**config.mk**
```make
export PLATFORM = sky130hd
export DESIGN_NAME = pipeline_hazard_ctrl
export DESIGN_NICKNAME = d
export VERILOG_FILES = /design/src/rtl/hazard_pkg.sv /design/src/rtl/sb_match.sv /design/src/rtl/pipeline_hazard_ctrl.sv
export SDC_FILE = /design/constraint.sdc
export NUM_CORES = 1
export LEC_CHECK = 0
export CAP_MARGIN = 30
export CORE_ASPECT_RATIO = 0.8
export CORE_MARGIN = 5
export CORE_UTILIZATION = 45
export DETAILED_ROUTE_END_ITERATION = 7
export GPL_TIMING_DRIVEN = 0
export PLACE_DENSITY = 0.75
export SYNTH_ARGS = -nofsm -noshare
export SYNTH_HDL_FRONTEND = slang
export SYNTH_SLANG_ARGS = --single-unit
```
**constraint.sdc**
```tcl
create_clock -name clk -period 1.9 [get_ports clk]
set_input_delay 0.38 -clock clk [delete_from_list [all_inputs] [get_ports clk]]
set_output_delay 0.38 -clock clk [all_outputs]
set_load 0.01 [all_outputs]
```
**src/rtl/hazard_pkg.sv**
```systemverilog
// -----------------------------------------------------------------------------
// hazard_pkg
// Shared types and helpers for the pipeline hazard controller:
//   - operand forwarding select encodings
//   - memory sequencing FSM state encodings
//   - scoreboard entry record for in-flight instructions
//   - pick_sel: forwarding select decision for one source operand
// -----------------------------------------------------------------------------
package hazard_pkg;

    localparam logic [1:0] FORW_SEL_NONE     = 2'b00;
    localparam logic [1:0] FORW_SEL_FROM_MEM = 2'b01;
    localparam logic [1:0] FORW_SEL_FROM_WB  = 2'b10;

    typedef enum logic [1:0] {
        ST_RUN      = 2'b00,
        ST_MEM_WAIT = 2'b01,
        ST_ERR      = 2'b10
    } hz_state_t;

    typedef struct packed {
        logic       valid;
        logic       wb_en;
        logic       mem_read;
        logic       mem_write;
        logic [3:0] dst;
    } sb_entry_t;

    localparam sb_entry_t SB_BUBBLE = '0;

    function automatic logic is_mem_op(input sb_entry_t e);
        return e.valid && (e.mem_read || e.mem_write);
    endfunction

    // The producer in EX will sit in MEM when the consumer reaches EX, so an
    // EX hit forwards from MEM; a MEM hit forwards from WB. The nearer
    // producer is the newer value and wins.
    function automatic logic [1:0] pick_sel(input logic fwd, input logic ex_hit,
                                            input logic mem_hit);
        if (!fwd)
            return FORW_SEL_NONE;
        else if (ex_hit)
            return FORW_SEL_FROM_MEM;
        else if (mem_hit)
            return FORW_SEL_FROM_WB;
        else
            return FORW_SEL_NONE;
    endfunction

endpackage

```
**src/rtl/sb_match.sv**
```systemverilog
// -----------------------------------------------------------------------------
// sb_match
// Combinational comparator: does a scoreboard entry write the register that a
// source operand reads?
//   valid, wb_en  in  entry attributes
//   dst           in  entry destination register
//   src           in  source register number being read
//   match         out entry is live, writes back, and targets src
// -----------------------------------------------------------------------------
module sb_match (
    input  logic       valid,
    input  logic       wb_en,
    input  logic [3:0] dst,
    input  logic [3:0] src,
    output logic       match
);

    assign match = valid & wb_en & (dst == src);

endmodule

```
**src/rtl/pipeline_hazard_ctrl.sv**
```systemverilog
// -----------------------------------------------------------------------------
// pipeline_hazard_ctrl
// Central hazard / sequencing controller for the 5-stage pipeline. Tracks the
// destinations in flight in EX and MEM, decides stall / flush / freeze each
// cycle, registers the EX operand forwarding selects, and watches for a memory
// access that never completes.
//   clk, rst                 clock, asynchronous active-high reset
//   fwd_en                   1 = forwarding, 0 = stall-only resolution
//   id_*                     instruction currently in ID
//   branch_taken             EX resolved a taken branch
//   mem_ready                data memory completes the MEM access this cycle
//   stall, flush, freeze     pipeline register enable / clear controls
//   sel_src1, sel_src2       EX operand forwarding selects
//   err                      sticky memory-timeout flag
// -----------------------------------------------------------------------------
module pipeline_hazard_ctrl
    import hazard_pkg::*;
#(
    parameter int MEM_TIMEOUT = 16,
    parameter int CNT_W       = 5
) (
    input  logic       clk,
    input  logic       rst,
    input  logic       fwd_en,
    input  logic       id_valid,
    input  logic [3:0] id_src1,
    input  logic [3:0] id_src2,
    input  logic       id_use_src2,
    input  logic       id_wb_en,
    input  logic       id_mem_read,
    input  logic       id_mem_write,
    input  logic [3:0] id_dst,
    input  logic       branch_taken,
    input  logic       mem_ready,
    output logic       stall,
    output logic       flush,
    output logic       freeze,
    output logic [1:0] sel_src1,
    output logic [1:0] sel_src2,
    output logic       err
);

    // The WB stage needs no entry of its own: the register file writes before
    // it reads, so an instruction leaving MEM can no longer cause a hazard.
    sb_entry_t        ex_q, mem_q, id_entry;
    hz_state_t        state_q, state_d;
    logic [CNT_W-1:0] cnt_q, cnt_d;

    logic ex_hit1, ex_hit2, mem_hit1, mem_hit2;
    logic ex_any, mem_any, hazard, mem_busy, freeze_int, bubble;
    logic [1:0] sel1_d, sel2_d;

    sb_match u_ex_src1  (.valid(ex_q.valid),  .wb_en(ex_q.wb_en),  .dst(ex_q.dst),  .src(id_src1), .match(ex_hit1));
    sb_match u_ex_src2  (.valid(ex_q.valid),  .wb_en(ex_q.wb_en),  .dst(ex_q.dst),  .src(id_src2), .match(ex_hit2));
    sb_match u_mem_src1 (.valid(mem_q.valid), .wb_en(mem_q.wb_en), .dst(mem_q.dst), .src(id_src1), .match(mem_hit1));
    sb_match u_mem_src2 (.valid(mem_q.valid), .wb_en(mem_q.wb_en), .dst(mem_q.dst), .src(id_src2), .match(mem_hit2));

    assign ex_any  = ex_hit1  | (id_use_src2 & ex_hit2);
    assign mem_any = mem_hit1 | (id_use_src2 & mem_hit2);

    // With forwarding only a load in EX is too late to forward; without it any
    // producer still in EX or MEM blocks the reader.
    assign hazard = id_valid & (fwd_en ? (ex_any & ex_q.mem_read) : (ex_any | mem_any));

    assign mem_busy   = is_mem_op(mem_q) & ~mem_ready;
    assign freeze_int = mem_busy | (state_q == ST_ERR);

    // Outputs are forced low while reset is held so the pipe sees no stray
    // control from branch_taken before the controller is initialised.
    assign flush  = ~rst & branch_taken;
    assign stall  = ~rst & hazard & ~branch_taken;
    assign freeze = ~rst & freeze_int;
    assign err    = (state_q == ST_ERR);

    assign bubble = stall | flush | ~id_valid;

    assign id_entry = '{valid: 1'b1, wb_en: id_wb_en, mem_read: id_mem_read,
                        mem_write: id_mem_write, dst: id_dst};

    assign sel1_d = pick_sel(fwd_en, ex_hit1, mem_hit1);
    assign sel2_d = id_use_src2 ? pick_sel(fwd_en, ex_hit2, mem_hit2) : FORW_SEL_NONE;

    // Scoreboard shift and forwarding select registers. Everything holds while
    // frozen so the selects stay aligned with the instruction sitting in EX.
    always_ff @(posedge clk or posedge rst) begin
        if (rst) begin
            ex_q     <= SB_BUBBLE;
            mem_q    <= SB_BUBBLE;
            sel_src1 <= FORW_SEL_NONE;
            sel_src2 <= FORW_SEL_NONE;
        end else if (!freeze_int) begin
            mem_q <= ex_q;
            if (bubble) begin
                ex_q     <= SB_BUBBLE;
                sel_src1 <= FORW_SEL_NONE;
                sel_src2 <= FORW_SEL_NONE;
            end else begin
                ex_q     <= id_entry;
                sel_src1 <= sel1_d;
                sel_src2 <= sel2_d;
            end
        end
    end

    // Memory sequencing state register.
    always_ff @(posedge clk or posedge rst) begin
        if (rst) begin
            state_q <= ST_RUN;
            cnt_q   <= '0;
        end else begin
            state_q <= state_d;
            cnt_q   <= cnt_d;
        end
    end

    // cnt holds the number of wait cycles seen so far; once it reaches the
    // timeout the controller locks up in ERR until reset.
    always_comb begin
        state_d = state_q;
        cnt_d   = cnt_q;
        case (state_q)
            ST_RUN: begin
                if (mem_busy) begin
                    cnt_d   = CNT_W'(1);
                    state_d = (cnt_d >= CNT_W'(MEM_TIMEOUT)) ? ST_ERR : ST_MEM_WAIT;
                end
            end
            ST_MEM_WAIT: begin
                if (mem_ready) begin
                    state_d = ST_RUN;
                    cnt_d   = '0;
                end else begin
                    cnt_d = cnt_q + 1'b1;
                    if (cnt_d >= CNT_W'(MEM_TIMEOUT))
                        state_d = ST_ERR;
                end
            end
            ST_ERR: begin
                state_d = ST_ERR;
            end
            default: begin
                state_d = ST_RUN;
                cnt_d   = '0;
            end
        endcase
    end

endmodule

```
==> Yosys cells after proc, flatten, opt, wreduce, memory -nomap -nowiden <==
Cells that the tools add are included.
{ "classes": {"n_eq_ne": 8, "add_sub_neg": 1, "n_mux": 18, "n_reduce_logical": 5, "order_cmp": 1, "bitwise_logic": 26} }
{ "ops": {"columns": ["operator", "count"], "rows": [
  ["$mux W2", 12],
  ["$eq A4 B4 Y1", 4],
  ["$and A1 B1 Y1", 15],
  ["$pmux W5 S3", 1],
  ["$mux W5", 2],
  ["$mux W8", 1],
  ["$or A1 B1 Y1", 6],
  ["$pmux W2 S3", 1],
  ["$add A5 B1 Y5 const B", 1],
  ["$ge A5 B5 Y1 const B", 1],
  ["$not A1 Y1", 5],
  ["$reduce_and A2 Y1", 2],
  ["$ne A3 B3 Y1 const B", 1],
  ["$eq A2 B1 Y1 const B", 1],
  ["$eq A2 B2 Y1 const B", 1],
  ["$logic_not A2 Y1", 1],
  ["$ne A2 B2 Y1 const B", 1],
  ["$logic_and A1 B1 Y1", 1],
  ["$logic_or A1 B1 Y1", 1],
  ["$mux W1", 1]
]} }
{ "word_totals": {"reg_bits": 27, "output_inout_bits": 8} }

==> Longest topological paths before layout <==
{ "logic_depth": {"word_depth": 12, "mapped_depth": 6} }

==> By module <==
A second synthesis with hierarchy kept.
{ "hier_totals": {"hier_cells": 131, "hier_area_um2": 1472.7} }
{ "modules_own_cells": {"columns": ["module", "cells_per_inst", "area_per_inst_um2", "n_inst", "seq_area_each_um2"], "rows": [
  ["pipeline_hazard_ctrl", 99, 1237.4, 1, 675.6],
  ["sb_match", 8, 58.8, 4, 0.0]
]} }

==> Worst setup path after synthesis <==
Ideal clock, no wire load.
{ "synth_timing": {"path_kind": "register to output", "start": "register ex_q[2] in the netlist's numbering", "end": "output stall", "path_stages_with_launch": 6, "arrival_time_ns": 1.750, "path_slack_ns": -0.230, "path_cell_list": "dfrtp_1 > xor2_1 > nor4_2 > and4_4 > nor3_1 > a2111oi_1"} }
{ "synth_between": {"elab_chain_cells": 9, "word_cells_on_any_way": 12, "classes_between": "eq/ne: 2; mux: 1; bitwise: 9"} }
{ "synth_rtl": {"columns": ["item", "line_no", "source"], "rows": [
  ["from (decl)", "pipeline_hazard_ctrl.sv:45", "sb_entry_t ex_q, mem_q, id_entry;"],
  ["from (signal assigned)", "pipeline_hazard_ctrl.sv:98", "ex_q <= id_entry;"],
  ["$eq A4 B4 Y1", "sb_match.sv:18", "assign match = valid & wb_en & (dst == src);"],
  ["$and A1 B1 Y1", "sb_match.sv:18", null],
  ["$and A1 B1 Y1", "pipeline_hazard_ctrl.sv:58", "assign ex_any = ex_hit1 | (id_use_src2 & ex_hit2);"],
  ["$or A1 B1 Y1 *", "pipeline_hazard_ctrl.sv:58", null],
  ["$or A1 B1 Y1 or $and A1 B1 Y1 (tied branches)", "pipeline_hazard_ctrl.sv:63", "assign hazard = id_valid & (fwd_en ? (ex_any & ex_q.mem_read) : (ex_any | mem_any));"],
  ["$mux W1 *", "pipeline_hazard_ctrl.sv:63", null],
  ["$and A1 B1 Y1 *", "pipeline_hazard_ctrl.sv:63", null],
  ["$and A1 B1 Y1 * (2 in a row)", "pipeline_hazard_ctrl.sv:71", "assign stall = ~rst & hazard & ~branch_taken;"],
  ["to (decl)", "pipeline_hazard_ctrl.sv:35", "output logic stall,"]
]} }
Mark *: on every way between the ends. The rest lies on a longest branch, timed or not.

==> Worst setup path in the final report <==
Same ends and word-level chain as after synthesis.

==> results <==
path summary, 6_finish.rpt:
path                       slack [ns]  depth (start not counted)  startpoint     endpoint
max                             -0.41                          6     ex_q[2]        stall
min                              0.44                          2         rst  sel_src1[0]
max reg2reg                      0.04                          7     ex_q[2]      ex_q[2]
min reg2reg                      0.49                          2     ex_q[4]     mem_q[4]
max in group asynchronous        1.09                          3         rst      ex_q[3]
min in group clk                 0.49                          2     ex_q[4]     mem_q[4]
cell usage in the layout (no fill, tap or decap), types with 3 or more instances in the layout:
master	netlist	routed
dfrtp_1	27	24
buf_4	0	13
a21oi_1	3	3
nand3_1	8	8
o21ai_0	7	7
dlygate4sd2_1	0	11
clkdlybuf4s50_1	0	15
nand2_1	29	29
inv_1	5	4
xnor2_1	8	8
xor2_2	0	3
dfrtp_2	0	3
a22o_1	8	8
xor2_1	10	7
nor2_1	8	8
clkbuf_8	0	4
worst max-delay path: stages (launching register included):
cell	delay, ns
dfrtp_2	0.44
xor2_2	0.17
nor4_2	0.33
and4_4	0.29
nor3_2	0.06
a2111oi_4	0.18
buf_2	0.18
timing repair:
action,CTS,global route
resized for setup,25,11
hold buffers,0,0
pin swaps,11,4
setup buffers,13,3
endpoints found under the setup margin,11,11
sequential cells by signal, summed over array words and instances (netlist names):
name	flops
sel_src1	2
state_q	2
sel_src2	2
mem_q	8
cnt_q	5
ex_q	8
layer usage:
metal / up-vias / GRT usage [%] / routed length, um
met4: 0 / 6.05 / 93
met2: 37 / 31.2 / 1920
met1: 615 / 23.4 / 1540
met3: 12 / 2.32 / 190
met5: - / 0 / 0
li1: 611 / - / -
cell type report:
class / instances / area share, %
clock inverters: 1 / 0.434
well taps: 40 / 2.48
flip-flops and latches: 27 / 33.7
repair buffers: 45 / 20.7
multi-input cells: 110 / 38.6
inverters: 5 / 0.931
plain buffers: 3 / 1.12
clock buffers: 3 / 2.05
power by group through the flow:
| stage | clock (W) | sequential [W] | combinational, W |
|---|---|---|---|
| after floorplan | 0 | 0.000850 | 0.000432 |
| after global placement | 0 | 0.000885 | 0.000572 |
| after detailed placement | 0 | 0.000899 | 0.000610 |
| after CTS | 0.000357 | 0.000873 | 0.000743 |
| after global routing | 0.000373 | 0.000896 | 0.000863 |
| final | 0.000343 | 0.000876 | 0.000783 |
cells by family (layout without fill, tap and decap cells):
family                   Yosys count  count (layout)  synth area share, %
AO/OA/AOI/OAI                     30              30                 17.1
XOR/XNOR                          18              18                 11.0
adder cells (fa/ha/maj)            1               1                0.875
buffers and inverters              9              57                 2.89
flip-flops                        27              27                 47.2
AND/OR/NAND/NOR                   61              61                 20.8
metrics by stage:
stage	power [W]	cells
6_report	0.00200	234
5_1_grt	0.00213	234
4_1_cts	0.00197	232
3_5_place_dp	0.00151	216
3_3_place_gp	0.00146	215
2_1_floorplan	0.00128	146
==> results.md <==
* Layout cells sized above 1 at about a fifth
* Reported net switching power at 0.000753 W
* Sequential cell area at about 680 sq um
* Distinct cells, synth at 35
* Post-DP HPWL at 2.66 mm
* Syn avg cell area at 9.80 sq um
* Fin worst setup slack at -0.411 ns
* Gr usage total at 18.0%
* Chip width at approximately 73 um
* Drt drc at 0
* Routed Antenna Nets at 0
* Worst Hold Class: input pin to asynchronous set/reset pin
* Pin count of the biggest net entering global routing at 23
* Starting Density at 46.7%
* Mapped Area at about 1400 sq um
* Comb power frac at 39.1%
* Top-count cell post-synth: nand2_1
* Failing checks: setup timing
* Ys Warns at 0
* Clock transition at the registers of the reported paths at ~0.1 ns
* Worst Path Max Fanout at 3
* Setup TNS at -0.411 ns
* Synth top area cells: dfrtp_1 (47%), nand2_1 (7.6%), xor2_1 (6.1%)
* Clock network fraction of design power at 17.1%
* Synth area leader: dfrtp_1
* Multi-input gate area at 779 sq um
* Worst EP required at between 1.5 and 2 ns
* 1st-pass router iterations at 4
* CTS tree: yes
* Max-Slew Margin vs Limit at 72.2%
* Post-layout min period at 2.31 ns
* Hold_ws at 0.439 ns
* Syn Inst Count at 146
* P_int at 0.00125 W
* Share of the synthesized area in the top cell type at between 40% and 50%
* Max Root-Sink Buffers at 2
* Count of max-cap constraint violations at 0
* CP Class: flop to output port
* Worst slew pin tran at 0.417 ns
* Clock Sink Count at 27
* Tcrit/Tclk final at 122%
* 1st-iter DRT viols at 84
* Most frequent cells after synthesis: nand2_1 (29), dfrtp_1 (27), xor2_1 (10)
* Die Height at between 60 and 70 um
* Asr flop ratio synth at 100%
* DP Area at approximately 1800 sq um
* Final hold violations at 0
* Post-route design area at 2020 sq um
* Final setup viols at 1
* Critical path launch point type: flop
* Pleak at around 0.92 nW
* Placer Congestion at 0.863
* Num CTS Buffers at 3
* Synth Net Count at 169
* RSZ-0062 raised after global routing: true
* Slew Limit Fails at 0
* WL/cell at 16.0 um
* Clock Latency Late Sink at 0.27 ns
* Layout area overhead at 41.0%
* Rows at 18
* Vias at roughly 1300
* IO Port Bufs at 29
* Die area at 4410 sq um
* Peak Freq at 0.433 GHz
* Number of flops mapped to enable cells by yosys at 0
* Post-synth top flop: dfrtp_1
* Vias in the first global route at ~1300
* I/O Pins at 30
* Root Buffer: clkbuf_8
* Initial antenna violation count at 0
* Sw Share at 37.6%
* Crit path DAT at 1.93 ns
* VDD IR max at 0.000584 V
* Antenna Diode Count at 0
* Sequential area share after synthesis at 47.2%
* Run status: complete, but fails checks
* Seq cells post-synth at 27
* Sequential Power Share at between 40% and 50%
* Fillers at 251
* Total gr overflow at 0
* Placeable Area at 3060 sq um
* Worst clock skew at 0.00346 ns
* Final net count at 218
* H-tree Lvls at 1
* First-pass GRT wire length at approximately 6.1 mm
* Cell Pwr Density at 993 nW/um^2
* Setup crit end kind: output port
* Final wirelength at 3.75 mm
* DP Worst Slack at -1.15 ns
* Layout Utilization at about two thirds
* Vias per cell at 5.45
Power figures use the tool's default switching activity.
==> RTL change 1, RTL diff (config.mk and constraints unchanged) <==
Change the parameter `MEM_TIMEOUT` from 16 to 12.
--- a/src/rtl/pipeline_hazard_ctrl.sv
+++ b/src/rtl/pipeline_hazard_ctrl.sv
@@ -18,3 +18,3 @@
 #(
-    parameter int MEM_TIMEOUT = 16,
+    parameter int MEM_TIMEOUT = 12,
     parameter int CNT_W       = 5
Function: no difference found for any inputs over 10 cycles, from zero or initial values and one cycle with rst high; that may be too few to reach the edited logic, so the function may still have changed.
==> RTL change 1 against the original RTL <==
- the flow still finishes with violations (setup timing)
- setup slack better by 170 ps
- critical path type unchanged
- wire length is 1.3% higher
- via count is 2.2% higher
- cell area is 1.2% higher
- sequential cell count stayed put
- synthesized area is 1.8% higher
- first-iteration DRC count is 23% higher
- die area is 1.6% higher
- register-to-register slack better by 20 ps
- core utilization is 0.19 points lower
Power is not compared: it rests on default switching activity, and its combinational part moved more than twofold at a synthesized area within 25%.
==> RTL change 1: results (changes against the original RTL) <==
Final setup fails: 1 (unchanged)
Pre-CTS WS: -958 ps (was -1150 ps)
Peak VDD IR: 0.000516 V
Vias in the first global route: 1,211 (was 1,292)
Placed standard-cell area: 1820 um2 (about the same)
Relative slew slack: 69.8% (was 72.2%)
FFs w/ async S/R, synth: 100% (unchanged)
Ys flop type: dfrtp_1 (unchanged)
Drt via density: 5.50 (was 5.45)
Clock Tree Buf Depth: 2 (unchanged)
Synth unique cells: 33 (was 35)
Fillers: 237 (was 251)
Critical Path AT: 1760 ps (was 1930 ps)
Synth-to-Final Area Change: 40.1% (was 41.0%)
Root Buffer Master: clkbuf_8 (unchanged)
Leakage power: 0.931 nW
Clk_lat worst skew: 280 ps
Slowest stage delay, CP: 440 ps (about the same)
DP Wirelength: 2530 um (was 2660 um)
Port-buffer cells: 29 (unchanged)
Slowest CP cell: dfrtp_1 (was dfrtp_2)
Hold Path Class: in2reg (was in2async)
TritonCTS buffer count: 3 (unchanged)
Failing checks: setup timing (unchanged)
Top cells by count, synth: dfrtp_1 (27), nand2_1 (27), o21ai_0 (14), xor2_1 (12), nand3_1 (10) (was nand2_1 (29), dfrtp_1 (27), xor2_1 (10))
Placer Congestion: 0.877 (was 0.863)
Tot GR Track Use: 16.8% (was 18.0%)
Largest net degree at the start of global routing: 25 (was 23)
TritonRoute pass-1 iters: 4 (unchanged)
Avg WL per Cell: 16.0 um (about the same)
Status: finished with violations (unchanged)
Vias: 1,303 (was 1,275)
Largest cells by area after synthesis: dfrtp_1 (46%), xor2_1 (7.2%), nand2_1 (7.0%) (was dfrtp_1 (47%), nand2_1 (7.6%), xor2_1 (6.1%))
Top flop regs: ex_q (8), mem_q (8), cnt_q (5) (unchanged)
Syn_nets: 175 (was 169)
Sequential share of the synthesized area: 46.4% (was 47.2%)
Layout cells sized above 1: 24.4% (was 21.1%)
Reg clk slew, reported paths: 90 ps
# nets final: 222 (was 218)
Final setup margin: -241 ps (was -411 ps)
Avg Inst Size Synth: 9.65 um2 (was 9.80 um2)
Diodes inserted: 0 (unchanged)
First-pass GRT wire length: 5670 um (was 6120 um)
H-tree levels: 1 (unchanged)
Worst-path maximum fanout: 3 (unchanged)
Antenna violations before repair: 0 (unchanged)
Final Skew: 2.72 ps (was 3.46 ps)
Yosys warning count: 0 (unchanged)
TNS Setup: -241 ps (was -411 ps)
1st-iter DRT viols: 103 (was 84)
## RTL change 1: cell count changes in the layout (fill, tap and decap cells not counted), moves of 4 or more
cell / before / now
o21ai_0: 7 / 14
xor2_1: 7 / 11
xnor2_1: 8 / 3
a22o_1: 8 / 0
mux2_2: 0 / 8
## RTL change 1: where the power goes
group / switching, mW / internal (mW)
registers: 0.0717 / 0.632
logic: 0.180 / 0.177
clock network: 0.180 / 0.149
total: 0.432 / 0.958
## RTL change 1: what timing repair did
action / CTS / global route
gates resized for setup: 24 / 16
endpoints found under the setup margin: 4 / 4
pin swaps: 9 / 6
setup buffers: 10 / 2
endpoints found under the hold margin: 0 / 0
## RTL change 1: final timing paths
check	startpoint	slack (ps)	to	depth (start not counted)
max	mem_q[3]	-240	stall	5
min	mem_ready	450	state_q[0]	2
max reg2reg	mem_q[3]	60	ex_q[6]	7
min reg2reg	ex_q[4]	490	ex_q[4]	2
max in group asynchronous	rst	1240	ex_q[0]	3
min in group asynchronous	rst	490	sel_src2[1]	3
## RTL change 1: worst max-delay path: cells and delay by family, from the launching register on
kind | cells | cell delay [ps]
flops | 1 | 440
buf+inv | 1 | 140
xor+xnor | 1 | 190
compound gates | 2 | 400
simple gates | 1 | 320
## RTL change 1: cell type report
class / instances / share of cell area [%]
repair buffers: 42 / 19.8
clock inverters: 1 / 0.368
plain buffers: 3 / 1.10
multi-input cells: 118 / 40.5
clock buffers: 3 / 2.02
well taps: 40 / 2.45
inverters: 3 / 0.552
flip-flops and latches: 27 / 33.2
## RTL change 1: cells by family after synthesis
| family | after synthesis | synth area share, % |
|---|---|---|
| adder cells (fa/ha/maj) | 2 | 1.72 |
| buffers and inverters | 6 | 1.89 |
| multiplexers | 8 | 6.19 |
| AO/OA/AOI/OAI | 31 | 14.3 |
| flip-flops | 27 | 46.4 |
| AND/OR/NAND/NOR | 59 | 18.7 |
| XOR/XNOR | 18 | 10.8 |
## RTL change 1: metal layers
metal | up-vias | global-route usage, % | share of wire [%]
met5 | - | 0 | 0
met4 | 0 | 4.91 | 1.7
met3 | 7 | 3.81 | 7.3
met2 | 47 | 26.6 | 49
met1 | 633 | 23.3 | 42
li1 | 616 | - | -
==> RTL change 2, RTL diff (same settings) <==
Without the edit above. Reset style: synchronous (`rst`), changed in 2 clocked blocks. Comments in the files are not updated.
--- a/src/rtl/pipeline_hazard_ctrl.sv
+++ b/src/rtl/pipeline_hazard_ctrl.sv
@@ -84,3 +84,3 @@
     // frozen so the selects stay aligned with the instruction sitting in EX.
-    always_ff @(posedge clk or posedge rst) begin
+    always_ff @(posedge clk) begin
         if (rst) begin
@@ -105,3 +105,3 @@
     // Memory sequencing state register.
-    always_ff @(posedge clk or posedge rst) begin
+    always_ff @(posedge clk) begin
         if (rst) begin
Function: differs if rst is asserted again (counterexample within 4 cycles, from zero or initial values and one cycle with rst high); with rst held inactive, the same outputs for 10 cycles.
==> RTL change 2 against the original RTL <==
- the flow still finishes with violations (setup timing)
- hold slack improved by 20 ps
- final cell count up 2.6%
- setup slack improved by 320 ps
- synthesized area fell by 0.87%
- cell area shrank 6.5%
- wire length increased by 1.4%
- sequential cell count did not move
Power is not compared: it rests on default switching activity, and its combinational part moved more than twofold at a synthesized area within 25%.
==> RTL change 2: results (changes against the original RTL) <==
Status: finished with violations (unchanged)
Failing checks: setup timing (unchanged)
Top cells by count, synth: dfxtp_1 (27), nand2_1 (21), a21oi_1 (12), nor2_1 (12) (was nand2_1 (29), dfrtp_1 (27), xor2_1 (10))
Tot GR Track Use: 18.7% (was 18.0%)
Placed standard-cell area: 1750 um2 (was 1820 um2)
Port-buffer cells: 28 (was 29)
Critical Path AT: 1610 ps (was 1930 ps)
Sequential share of the synthesized area: 38.1% (was 47.2%)
Cell count after placement: 231 (was 216)
1st-iter DRT viols: 104 (was 84)
Placer Congestion: 0.869 (was 0.863)
Layout Cells excl Fill: 240 (was 234)
Ys flop type: dfxtp_1 (was dfrtp_1)
Final setup fails: 1 (unchanged)
Layout cells sized above 1: 20.0% (was 21.1%)
Largest delay share family, worst path: compound AO/OA/AOI/OAI gates (was simple AND/OR/NAND/NOR gates)
Vias: 1,368 (was 1,275)
Avg Inst Size Synth: 8.70 um2 (was 9.80 um2)
Largest net degree at the start of global routing: 15 (was 23)
TNS Setup: -91.2 ps (was -411 ps)
Final setup margin: -91.2 ps (was -411 ps)
Slowest stage delay, CP: 380 ps (was 440 ps)
Largest cells by area after synthesis: dfxtp_1 (38%), nand2_1 (5.6%), xor2_1 (5.6%) (was dfrtp_1 (47%), nand2_1 (7.6%), xor2_1 (6.1%))
Final Skew: 8.24 ps (was 3.46 ps)
Synth unique cells: 41 (was 35)
FFs w/ async S/R, synth: 0% (was 100%)
Relative slew slack: 55.6% (was 72.2%)
## RTL change 2: layout make-up
| class | instances | area (um2) |
|---|---|---|
| Fill cell | 276 | 1180 |
| Multi-Input combinational cell | 127 | 896 |
| Sequential cell | 27 | 552 |
| Timing Repair Buffer | 33 | 307 |
| Tap cell | 40 | 50.0 |
| Clock buffer | 4 | 45.0 |
| Buffer | 6 | 25.0 |
| Inverter | 3 | 11.3 |
## RTL change 2: stage by stage
| stage | hold slack (ps) | util, % |
|---|---|---|
| 3_5_place_dp | 450 | 57.1 |
| 4_1_cts | 463 | 61.2 |
| 6_report | 459 | 61.6 |
| 2_1_floorplan | 427 | - |
| 3_3_place_gp | 437 | 57.1 |
| 5_1_grt | 480 | 61.6 |
## RTL change 2: kinds of logic after synthesis
logic type | Yosys count | share of synthesized area (%)
and+or+nand+nor | 74 | 29.2
AOI/OAI and AO/OA | 35 | 18.8
DFF | 27 | 38.1
xor gates and xnor gates | 17 | 10.5
buffers and inverters | 9 | 2.47
adders and majority gates | 1 | 0.882
## RTL change 2: tightest hold or removal path, cell delays in order (launching register included)
cell	delay, ps
dfxtp_1	320
nand2_1	50
a21oi_1	50
## RTL change 2: routing by layer
| layer | wire length, um | part of all wire (%) | GRT usage, % | vias up |
|---|---|---|---|---|
| li1 | - | - | - | 656 |
| met1 | 1620 | 43 | 23.6 | 651 |
| met2 | 1830 | 48 | 32.0 | 59 |
| met3 | 332 | 8.7 | 4.54 | 2 |
| met4 | 22 | 0.58 | 4.74 | 0 |
| met5 | 0 | 0 | 0 | - |
## RTL change 2: power breakdown
| part | leakage (nW) | internal (mW) | switching [mW] |
|---|---|---|---|
| sequential | 0.222 | 0.578 | 0.0162 |
| clock | 0.0228 | 0.150 | 0.178 |
| combinational | 0.514 | 0.0683 | 0.0630 |
## RTL change 2: timing repair
action,4_1_cts,5_1_grt
endpoints found under the setup margin,12,2
resized for setup,39,3
pin swaps,6,0
hold endpoints to repair,0,0
buffers inserted,5,0
hold buffers,0,0
## RTL change 2: final timing paths
path	startpoint	to	slack (ps)	cells after the start
worst max-delay path	mem_q[2]	stall	-90	5
worst min-delay path	mem_q[5]	mem_q[5]	460	2
worst max register to register	mem_q[2]	ex_q[5]	130	6
worst min register to register	mem_q[5]	mem_q[5]	460	2
